`src/rtl/axi_id_mux.sv`:
```
// axi_id_mux: merges NoSlvPorts ID-prepended AXI slave ports onto one master port.
// Define AXI_MUX_SPILL_REG_EN to register mst_aw_*/mst_ar_* through a two-entry spill register.
module axi_id_mux_rr #(
    parameter int N    = 2,
    parameter int SelW = 1
) (
    input  logic            clk_i,
    input  logic            rst_i,
    input  logic [N-1:0]    valid_i,
    input  logic            en_i,
    input  logic            ready_i,
    output logic            req_o,
    output logic [SelW-1:0] sel_o
);
    logic [SelW-1:0] r_ptr, r_sel, w_pick, w_idx;
    logic            r_lock, w_found;
    // Descending scan so the lowest offset from the pointer wins.
    always_comb begin
        w_found = 1'b0;
        w_pick  = r_ptr;
        w_idx   = r_ptr;
        for (int k = N - 1; k >= 0; k--) begin
            w_idx = SelW'((int'(r_ptr) + k) % N);
            if (valid_i[w_idx]) begin
                w_found = 1'b1;
                w_pick  = w_idx;
            end
        end
    end
    assign req_o = r_lock | (w_found & en_i);
    assign sel_o = r_lock ? r_sel : w_pick;
    always_ff @(posedge clk_i) begin
        if (rst_i) begin
            r_ptr  <= '0;
            r_sel  <= '0;
            r_lock <= 1'b0;
        end else if (req_o && ready_i) begin
            r_lock <= 1'b0;
            r_ptr  <= (int'(sel_o) == N - 1) ? '0 : sel_o + 1'b1;
        end else if (req_o) begin
            r_lock <= 1'b1;
            r_sel  <= sel_o;
        end
    end
endmodule

`ifdef AXI_MUX_SPILL_REG_EN
module axi_id_mux_spill #(
    parameter int W = 1
) (
    input  logic         clk_i,
    input  logic         rst_i,
    input  logic         valid_i,
    output logic         ready_o,
    input  logic [W-1:0] data_i,
    output logic         valid_o,
    input  logic         ready_i,
    output logic [W-1:0] data_o
);
    logic [W-1:0] r_buf [2];
    logic [1:0]   r_cnt;
    logic         r_head, w_push, w_pop;
    assign ready_o = r_cnt != 2'd2;
    assign valid_o = r_cnt != 2'd0;
    assign data_o  = r_buf[r_head];
    assign w_push  = valid_i & ready_o;
    assign w_pop   = valid_o & ready_i;
    always_ff @(posedge clk_i) begin
        if (rst_i) begin
            r_cnt  <= '0;
            r_head <= 1'b0;
        end else begin
            if (w_push) r_buf[r_head ^ r_cnt[0]] <= data_i;
            if (w_pop) r_head <= ~r_head;
            r_cnt <= r_cnt + {1'b0, w_push} - {1'b0, w_pop};
        end
    end
endmodule
`endif

module axi_id_mux #(
    parameter int NoSlvPorts = 2,
    parameter int IdWidth    = 6,
    parameter int AddrWidth  = 32,
    parameter int DataWidth  = 32,
    parameter int WFifoDepth = 4,
    localparam int SelW      = $clog2(NoSlvPorts),
    localparam int StrbWidth = DataWidth / 8
) (
    input  logic                            clk_i,
    input  logic                            rst_i,
    input  logic [NoSlvPorts*IdWidth-1:0]   slv_aw_id_i,
    input  logic [NoSlvPorts*AddrWidth-1:0] slv_aw_addr_i,
    input  logic [NoSlvPorts*8-1:0]         slv_aw_len_i,
    input  logic [NoSlvPorts-1:0]           slv_aw_valid_i,
    output logic [NoSlvPorts-1:0]           slv_aw_ready_o,
    input  logic [NoSlvPorts*DataWidth-1:0] slv_w_data_i,
    input  logic [NoSlvPorts*StrbWidth-1:0] slv_w_strb_i,
    input  logic [NoSlvPorts-1:0]           slv_w_last_i,
    input  logic [NoSlvPorts-1:0]           slv_w_valid_i,
    output logic [NoSlvPorts-1:0]           slv_w_ready_o,
    output logic [NoSlvPorts*IdWidth-1:0]   slv_b_id_o,
    output logic [NoSlvPorts*2-1:0]         slv_b_resp_o,
    output logic [NoSlvPorts-1:0]           slv_b_valid_o,
    input  logic [NoSlvPorts-1:0]           slv_b_ready_i,
    input  logic [NoSlvPorts*IdWidth-1:0]   slv_ar_id_i,
    input  logic [NoSlvPorts*AddrWidth-1:0] slv_ar_addr_i,
    input  logic [NoSlvPorts*8-1:0]         slv_ar_len_i,
    input  logic [NoSlvPorts-1:0]           slv_ar_valid_i,
    output logic [NoSlvPorts-1:0]           slv_ar_ready_o,
    output logic [NoSlvPorts*IdWidth-1:0]   slv_r_id_o,
    output logic [NoSlvPorts*DataWidth-1:0] slv_r_data_o,
    output logic [NoSlvPorts*2-1:0]         slv_r_resp_o,
    output logic [NoSlvPorts-1:0]           slv_r_last_o,
    output logic [NoSlvPorts-1:0]           slv_r_valid_o,
    input  logic [NoSlvPorts-1:0]           slv_r_ready_i,
    output logic [IdWidth-1:0]              mst_aw_id_o,
    output logic [AddrWidth-1:0]            mst_aw_addr_o,
    output logic [7:0]                      mst_aw_len_o,
    output logic                            mst_aw_valid_o,
    input  logic                            mst_aw_ready_i,
    output logic [DataWidth-1:0]            mst_w_data_o,
    output logic [StrbWidth-1:0]            mst_w_strb_o,
    output logic                            mst_w_last_o,
    output logic                            mst_w_valid_o,
    input  logic                            mst_w_ready_i,
    input  logic [IdWidth-1:0]              mst_b_id_i,
    input  logic [1:0]                      mst_b_resp_i,
    input  logic                            mst_b_valid_i,
    output logic                            mst_b_ready_o,
    output logic [IdWidth-1:0]              mst_ar_id_o,
    output logic [AddrWidth-1:0]            mst_ar_addr_o,
    output logic [7:0]                      mst_ar_len_o,
    output logic                            mst_ar_valid_o,
    input  logic                            mst_ar_ready_i,
    input  logic [IdWidth-1:0]              mst_r_id_i,
    input  logic [DataWidth-1:0]            mst_r_data_i,
    input  logic [1:0]                      mst_r_resp_i,
    input  logic                            mst_r_last_i,
    input  logic                            mst_r_valid_i,
    output logic                            mst_r_ready_o
);
    localparam int PtrW = $clog2(WFifoDepth);
    localparam int PlW  = IdWidth + AddrWidth + 8;
    logic [SelW-1:0] w_aw_sel, w_ar_sel, w_ws, w_b_sel, w_r_sel;
    logic            w_aw_req, w_aw_rdy, w_ar_req, w_ar_rdy, w_full, w_empty, w_push, w_pop;
    logic            w_b_ok, w_r_ok;
    logic [PlW-1:0]  w_aw_pl, w_ar_pl;
    logic [SelW-1:0] r_wf [WFifoDepth];
    logic [PtrW-1:0] r_wr, r_rd;
    logic [PtrW:0]   r_cnt;

    axi_id_mux_rr #(.N(NoSlvPorts), .SelW(SelW)) u_aw_rr (
        .clk_i(clk_i), .rst_i(rst_i), .valid_i(slv_aw_valid_i), .en_i(!w_full),
        .ready_i(w_aw_rdy), .req_o(w_aw_req), .sel_o(w_aw_sel)
    );
    axi_id_mux_rr #(.N(NoSlvPorts), .SelW(SelW)) u_ar_rr (
        .clk_i(clk_i), .rst_i(rst_i), .valid_i(slv_ar_valid_i), .en_i(1'b1),
        .ready_i(w_ar_rdy), .req_o(w_ar_req), .sel_o(w_ar_sel)
    );
    assign w_aw_pl = {slv_aw_id_i[w_aw_sel*IdWidth +: IdWidth],
                      slv_aw_addr_i[w_aw_sel*AddrWidth +: AddrWidth], slv_aw_len_i[w_aw_sel*8 +: 8]};
    assign w_ar_pl = {slv_ar_id_i[w_ar_sel*IdWidth +: IdWidth],
                      slv_ar_addr_i[w_ar_sel*AddrWidth +: AddrWidth], slv_ar_len_i[w_ar_sel*8 +: 8]};
    assign slv_aw_ready_o = w_aw_req ? NoSlvPorts'(w_aw_rdy) << w_aw_sel : '0;
    assign slv_ar_ready_o = w_ar_req ? NoSlvPorts'(w_ar_rdy) << w_ar_sel : '0;
`ifdef AXI_MUX_SPILL_REG_EN
    axi_id_mux_spill #(.W(PlW)) u_aw_spill (
        .clk_i(clk_i), .rst_i(rst_i), .valid_i(w_aw_req), .ready_o(w_aw_rdy), .data_i(w_aw_pl),
        .valid_o(mst_aw_valid_o), .ready_i(mst_aw_ready_i), .data_o({mst_aw_id_o, mst_aw_addr_o, mst_aw_len_o})
    );
    axi_id_mux_spill #(.W(PlW)) u_ar_spill (
        .clk_i(clk_i), .rst_i(rst_i), .valid_i(w_ar_req), .ready_o(w_ar_rdy), .data_i(w_ar_pl),
        .valid_o(mst_ar_valid_o), .ready_i(mst_ar_ready_i), .data_o({mst_ar_id_o, mst_ar_addr_o, mst_ar_len_o})
    );
`else
    assign w_aw_rdy       = mst_aw_ready_i;
    assign w_ar_rdy       = mst_ar_ready_i;
    assign mst_aw_valid_o = w_aw_req;
    assign mst_ar_valid_o = w_ar_req;
    assign {mst_aw_id_o, mst_aw_addr_o, mst_aw_len_o} = w_aw_pl;
    assign {mst_ar_id_o, mst_ar_addr_o, mst_ar_len_o} = w_ar_pl;
`endif

    // W-order FIFO: one entry per accepted AW, popped on the matching W-last.
    assign w_full  = r_cnt == (PtrW + 1)'(WFifoDepth);
    assign w_empty = r_cnt == '0;
    assign w_ws    = r_wf[r_rd];
    assign w_push  = w_aw_req & w_aw_rdy;
    assign w_pop   = mst_w_valid_o & mst_w_ready_i & mst_w_last_o;
    always_ff @(posedge clk_i) begin
        if (rst_i) begin
            r_wr  <= '0;
            r_rd  <= '0;
            r_cnt <= '0;
        end else begin
            if (w_push) begin
                r_wf[r_wr] <= w_aw_sel;
                r_wr       <= r_wr + 1'b1;
            end
            if (w_pop) r_rd <= r_rd + 1'b1;
            r_cnt <= r_cnt + (PtrW + 1)'(w_push) - (PtrW + 1)'(w_pop);
        end
    end
    assign mst_w_valid_o = !w_empty & slv_w_valid_i[w_ws];
    assign mst_w_data_o  = slv_w_data_i[w_ws*DataWidth +: DataWidth];
    assign mst_w_strb_o  = slv_w_strb_i[w_ws*StrbWidth +: StrbWidth];
    assign mst_w_last_o  = slv_w_last_i[w_ws];
    assign slv_w_ready_o = w_empty ? '0 : NoSlvPorts'(mst_w_ready_i) << w_ws;

    // Responses whose prepended port index is out of range are sunk.
    assign w_b_sel       = mst_b_id_i[IdWidth-1 -: SelW];
    assign w_r_sel       = mst_r_id_i[IdWidth-1 -: SelW];
    assign w_b_ok        = int'(w_b_sel) < NoSlvPorts;
    assign w_r_ok        = int'(w_r_sel) < NoSlvPorts;
    assign slv_b_valid_o = w_b_ok ? NoSlvPorts'(mst_b_valid_i) << w_b_sel : '0;
    assign slv_r_valid_o = w_r_ok ? NoSlvPorts'(mst_r_valid_i) << w_r_sel : '0;
    assign mst_b_ready_o = w_b_ok ? slv_b_ready_i[w_b_sel] : 1'b1;
    assign mst_r_ready_o = w_r_ok ? slv_r_ready_i[w_r_sel] : 1'b1;
    assign slv_b_id_o    = {NoSlvPorts{mst_b_id_i}};
    assign slv_b_resp_o  = {NoSlvPorts{mst_b_resp_i}};
    assign slv_r_id_o    = {NoSlvPorts{mst_r_id_i}};
    assign slv_r_data_o  = {NoSlvPorts{mst_r_data_i}};
    assign slv_r_resp_o  = {NoSlvPorts{mst_r_resp_i}};
    assign slv_r_last_o  = {NoSlvPorts{mst_r_last_i}};
endmodule

```
`config.mk`:
```
export PLATFORM = sky130hd
export DESIGN_NAME = axi_id_mux
export DESIGN_NICKNAME = d
export VERILOG_FILES = /design/src/rtl/axi_id_mux.sv
export SDC_FILE = /design/constraint.sdc
export NUM_CORES = 1
export LEC_CHECK = 0
export BUFFER_PORTS_ARGS = -buffer_cell sky130_fd_sc_hd__buf_4
export CORE_AREA = 2 2 220 222
export CTS_BUF_LIST = sky130_fd_sc_hd__clkbuf_8
export DETAILED_ROUTE_END_ITERATION = 8
export DIE_AREA = 0 0 222 224
export GPL_ROUTABILITY_DRIVEN = 0
export PLACE_DENSITY = 0.39
export SKIP_CTS_REPAIR_TIMING = 1
export SLEW_MARGIN = 20
export SYNTH_ARGS = -nofsm -noshare
export SYNTH_HDL_FRONTEND = slang
export SYNTH_HIERARCHICAL = 1
export SYNTH_SLANG_ARGS = --single-unit
```
`constraint.sdc`:
```
create_clock -name clk_i -period 6.1 [get_ports clk_i]
set_input_delay 0.915 -clock clk_i [delete_from_list [all_inputs] [get_ports clk_i]]
set_output_delay 0.915 -clock clk_i [all_outputs]
set_load 0.01 [all_outputs]
```
======== Yosys cells after proc, flatten, opt, wreduce, memory -nomap -nowiden ========
Memory sizes are Yosys's and may differ from the RTL's. A register that Yosys moved wholly into a read port is not among the register bits.
Index checks and enable logic that the tools add are counted.
cells by class
  order comparisons ....................... 7
  $mul .................................... 2
  $add $sub $neg .......................... 8
  muxes and demuxes ....................... 36
  bitwise gates (word level) .............. 9
  shift operators ......................... 13
  eq/ne operators ......................... 1
  reductions and logical operators ........ 9
operators by type and width
  cell                 count
  $shiftx 64x7->32     3
  $shiftx 16x5->8      2
  $mux 1               31
  $shiftx 12x5->6      2
  $lt 1x2->1 const B   7
  $mux 2               5
  $shl 1x1->2          5
  $shiftx 8x4->4       1
  $mul 1x2->3 const B  2
  $and 1x1->1          5
  $add 1x1->1 const B  4
  $add 2x1->2 const B  2
  $reduce_and 2->1     2
  $reduce_or 2->1      2
  $add 3x1->3          1
  $eq 3x3->1 const B   1
  $logic_not 3->1      1
  $sub 3x1->3          1
  $logic_and 1x1->1    2
  $logic_not 1->1      2
  $not 1->1            2
  $or 1x1->1           2
word-level totals
  bits of input ports ..................... 324
  memories kept ........................... 1
  RAM bits ................................ 4
  register bits after elaboration ......... 13
  output and inout port bits .............. 242
memories
  name  words  width  rd ports  clocked after Yosys merged registers in  wr ports  RTL line  text
  r_wf  4      1      1         1                                        1         149       logic [SelW-1:0] r_wf [WFifoDepth];

======== Depth between registers and ports, before layout ========
  depth after elaboration ................. 11
  mapped depth ............................ 12

======== Hierarchy ========
The synthesis kept the hierarchy.
by module, submodules not included
  module         sequential area each (um2)  instances  cells each  area each (um2)
  axi_id_mux     300.3                       1          317         2986.6
  axi_id_mux_rr  60.1                        2          20          167.7

======== Least setup slack after synthesis ========
No wires, ideal clock.
  kind .................................... input port to output port
  start ................................... input port slv_aw_valid_i[0]
  end ..................................... output port mst_aw_addr_o[22]
  buffers on the path ..................... 2
  stages .................................. 7
  setup slack ............................. 2.615 ns
  arrival ................................. 2.570 ns
  data required time ...................... 5.185 ns
  path through ............................ inv_1 > a21oi_1 > o31a_1 > inv_1 > clkbuf_1 > clkbuf_1 > mux2_2
on the way
  word-level cells in the longest chain between the ends .. 6
  elaborated cells between the ends (all ways) .. 8
  classes of those cells .................. shift (1); mux (7)
ends and longest elaborated chain
  item                                       RTL line  text
  start, declared                            95        input logic [NoSlvPorts-1:0] slv_aw_valid_i,
  $mux 1 (not written as such) (2 in a row)  24        if (valid_i[w_idx]) begin
  $mux 1                                     24
  $mux 1 (*)                                 24
  $mux 1 (*)                                 31        assign sel_o = r_lock ? r_sel : w_pick;
  named net w_aw_sel                         145       logic [SelW-1:0] w_aw_sel, w_ar_sel, w_ws, w_b_sel, w_r_sel;
  $shiftx 64x7->32 (*)                       162       slv_aw_addr_i[w_aw_sel*AddrWidth +: AddrWidth], slv_aw_len_i[w_aw_sel*8 +: 8]};
  end, declared                              118       output logic [AddrWidth-1:0] mst_aw_addr_o,
Mark *: on every way through the listed nets, which the timed path passes. The rest lies on a longest branch. The select of a mux whose other input is x is not followed.

======== Final worst setup path ========
  start ................................... input port slv_aw_valid_i[0]
  end ..................................... output port mst_aw_addr_o[21]
Same word-level chain as after synthesis.

==> metrics.md <==
| Metric | Value |
|---|---|
| Startpoint of the lowest-slack hold path | r_wr[1] |
| Worst path arrival time | 2.96 ns |
| Post-Synthesis Net Count | 688 |
| Buffers from clock root to sink, at most | 2 |
| Global route total overflow | 0 |
| Nets@finish | 1006 |
| Die height | 224 µm |
| Post-synthesis register bit count | 19 |
| Total negative setup slack | 0 ns |
| Hold slack final | 0.501 ns |
| Number of buffer cells added on primary ports | 424 |
| Number of CTS-inserted buffers | 3 |
| Part of the Yosys area used for sequential elements | 12.7% |
| Worst slack at placement | 2.19 ns |
| Required time at the worst-slack endpoint | 5.18 ns |
| Launch point of the worst reg-to-reg path | r_wf[3] |
| # IOs | 566 |
| Critical path's most frequent cell | buf_4 |
| Crit path setup slack, layout | 2.22 ns |
| Max-slew violation total from the final report | 0 |
| Number of hold violations in the final report | 0 |
| Worst Path Class, Setup | in2out |
| Status | complete, no violations |
| Length in cells of the worst reg-to-reg path | 12 |
| Net switching component of the power | 359 µW |
| Combinational Power Share | 73.7% |
| Power per unit of standard cell area | 148 nW/µm² |
| Initial Utilization | 7.02% |
| Ys Warns | 6 |
| Number of DRC violations after detailed-routing iteration 0 | 73 |
| Setup clock skew after layout | 0.00475 ns |
| Design internal power | 614 µW |
| Fmax achieved | 258 MHz |
| Synthesized instance count | 357 |
| Cells along the critical path | buf_4, inv_1, a21oi_1, o31a_1, inv_2, buf_4, mux2_2, buf_4 |
| Latest clock arrival within the worst-skew pair | 0.27 ns |
| Max-slew headroom | 30.8% |
| Max Cap Viol | 0 |
| Overall die area | 49700 µm² |
| Largest cells by area after synthesis | mux2_2 45%, buf_4 22%, dfxtp_1 9.0%, edfxtp_1 3.6%, ha_1 2.3% |
| Slowest cell on the critical path | inv_2 |
| Fin crit share | 63.5% |
| Minimum clock period after layout | 3.88 ns |
| Clock power share | 9.7% |
| Initial antenna violation count | 1 |
| Pre-antenna DRT Iters | 4 |
| Clock-pin slew on the worst setup and hold paths | 0.08 ns |
| Final number of setup-violating endpoints | 0 |
| Filler cell count | 5411 |
| Tightest Pin Transition | 1.04 ns |
| Number of cells on the worst hold path | 2 |
| Via count of the first global-routing pass | 4044 |
| Delay contributed by the slowest stage of the critical path | 0.48 ns |
| Top-area cell type share of the netlist area | 45.4% |
| Largest vdd supply drop | 0.0614 mV |
| CTS Sinks | 19 |
| First-pass GRT wire length | 21900 µm |
| Post-route core utilization | 13.8% |
| Reg2Reg Setup Slack | 3.10 ns |
| Vias/cell | 2.95 |
| RSZ-0062 raised after global routing | no |
| Proportion of layout cells with a drive suffix above 1 | 86.1% |
| Num rows | 80 |
| End point of the most critical hold path | r_wr[1] |
| Launching element type of the critical path | primary input |
| Number of vias in the routed layout | 3802 |
| TritonCTS clock tree | yes |
| Antenna Nets Post-Route | 0 |
| Overall routing resource usage | 5.72% |
| Switching fraction of total power | 36.9% |
| Maximum number of pins on one net before global-route repair | 50 |
| Number of distinct library cells after synthesis | 32 |
| Leading area contributor after synthesis | mux2_2 |
| Average routed wire per standard cell | 12.1 µm |
| Core footprint | 47300 µm² |
| Total length of routed wires | 15700 µm |
| Type of the tightest min-delay check | reg2reg |
| Mean cell area of the mapped netlist | 9.31 µm² |
| Area overhead of the layout relative to synthesis | 97.1% |
| Capture instance of the worst register-to-register path | r_cnt[2] |
| Number of remaining DRC errors | 0 |
| Mapped Area | 3320 µm² |
| Sequential cell fraction of total power | 16.6% |
| Critical path endpoint category | output port |
| Largest fanout on the critical path | 30 |
| Final HPWL DP | 13900 µm |
| Total leakage power | 3.02 nW |
| Commonest non-fill, non-tap cells in the layout | 426 x buf_4, 134 x mux2_2, 15 x nor2_1, 15 x dfxtp_1, 12 x inv_1 |
| CTS H-tree lvls | 1 |
| Horizontal die dimension | 222 µm |
| Most common cell after layout, fill and taps aside | buf_4 |
| Root buffer cell | clkbuf_8 |
==> power groups by stage <==
stage	clock network, mW	registers (mW)	logic (mW)
after floorplan	0	0.161	0.406
after global placement	0	0.165	0.727
after detailed placement	0	0.165	0.728
after CTS	0.105	0.162	0.731
after global routing	0.110	0.166	0.772
final	0.0945	0.161	0.717
==> layout make-up <==
| class | instances | area, µm² | area share (%) |
|---|---|---|---|
| multi-input combinational | 211 | 2060 | 31.4 |
| sequential | 19 | 420 | 6.42 |
| clock inverter | 1 | 5.00 | 0.0764 |
| inverter | 14 | 52.6 | 0.802 |
| clock buffer | 3 | 41.3 | 0.630 |
| antenna | 2 | 5.00 | 0.0764 |
| tap | 615 | 769 | 11.8 |
| timing repair buffer | 426 | 3200 | 48.8 |
==> Yosys cell counts <==
cell type / number
o21ai_2: 4
clkbuf_1: 13
nor2b_1: 8
and2_1: 6
xor2_1: 1
mux2i_1: 1
xnor2_1: 2
nor3b_2: 1
edfxtp_1: 4
nand2b_1: 1
nand2_1: 9
a21oi_1: 3
conb_1: 1
mux2_2: 134
a21oi_2: 2
buf_1: 2
o31a_1: 2
a211o_1: 2
mux2_4: 1
nand2_2: 2
nor2_2: 1
dfxtp_1: 15
mux4_2: 1
and3_1: 2
inv_1: 14
nor2_1: 15
ha_1: 6
a211oi_2: 2
fa_1: 1
buf_4: 98
nand3b_1: 2
nor3_1: 1
==> cell families after synthesis <==
family	after synthesis	synth area share, %
muxes	137	46.9
buffers and inverters	127	25.4
and+or+nand+nor	48	7.46
DFF	19	12.7
AOI/OAI and AO/OA	15	3.84
adders and majority gates	7	2.86
xor gates and xnor gates	3	0.791
other	1	0.113
==> critical path: cells and delay by family <==
kind                   cells  cell delay [ns]
buffers and inverters      5             1.24
muxes                      1             0.39
AOI/OAI and AO/OA          2             0.37
==> through the flow <==
step	power, mW	std cells	instance area [µm²]
after floorplan	0.568	357	3320
after global placement	0.892	1285	6500
after detailed placement	0.893	1285	6500
after CTS	0.998	1289	6540
after global routing	1.05	1290	6550
final	0.972	1291	6550
==> worst max-delay path by stage <==
stage                            startpoint  cells after the start                end  slack [ns]
after global placement    slv_aw_valid_i[0]                      8  mst_aw_addr_o[19]        2.22
after CTS                 slv_aw_valid_i[0]                      8  mst_aw_addr_o[21]        2.19
final                     slv_aw_valid_i[0]                      8  mst_aw_addr_o[21]        2.22
after global routing      slv_aw_valid_i[0]                      8  mst_aw_addr_o[20]        2.08
after floorplan           slv_aw_valid_i[0]                      7  mst_aw_addr_o[22]        2.61
after detailed placement  slv_aw_valid_i[0]                      8  mst_aw_addr_o[21]        2.19
==> metal layers <==
metal	vias to the layer above	part of all wire (%)	routed length, µm	track usage [%]
met5	-	0	0	0
met3	21	12	1950	2.82
met1	1663	33	5200	5.43
li1	1756	-	-	-
met4	0	3.7	573	2.48
met2	362	51	7960	10.4
No activity file was read; power rests on OpenSTA's default activity.
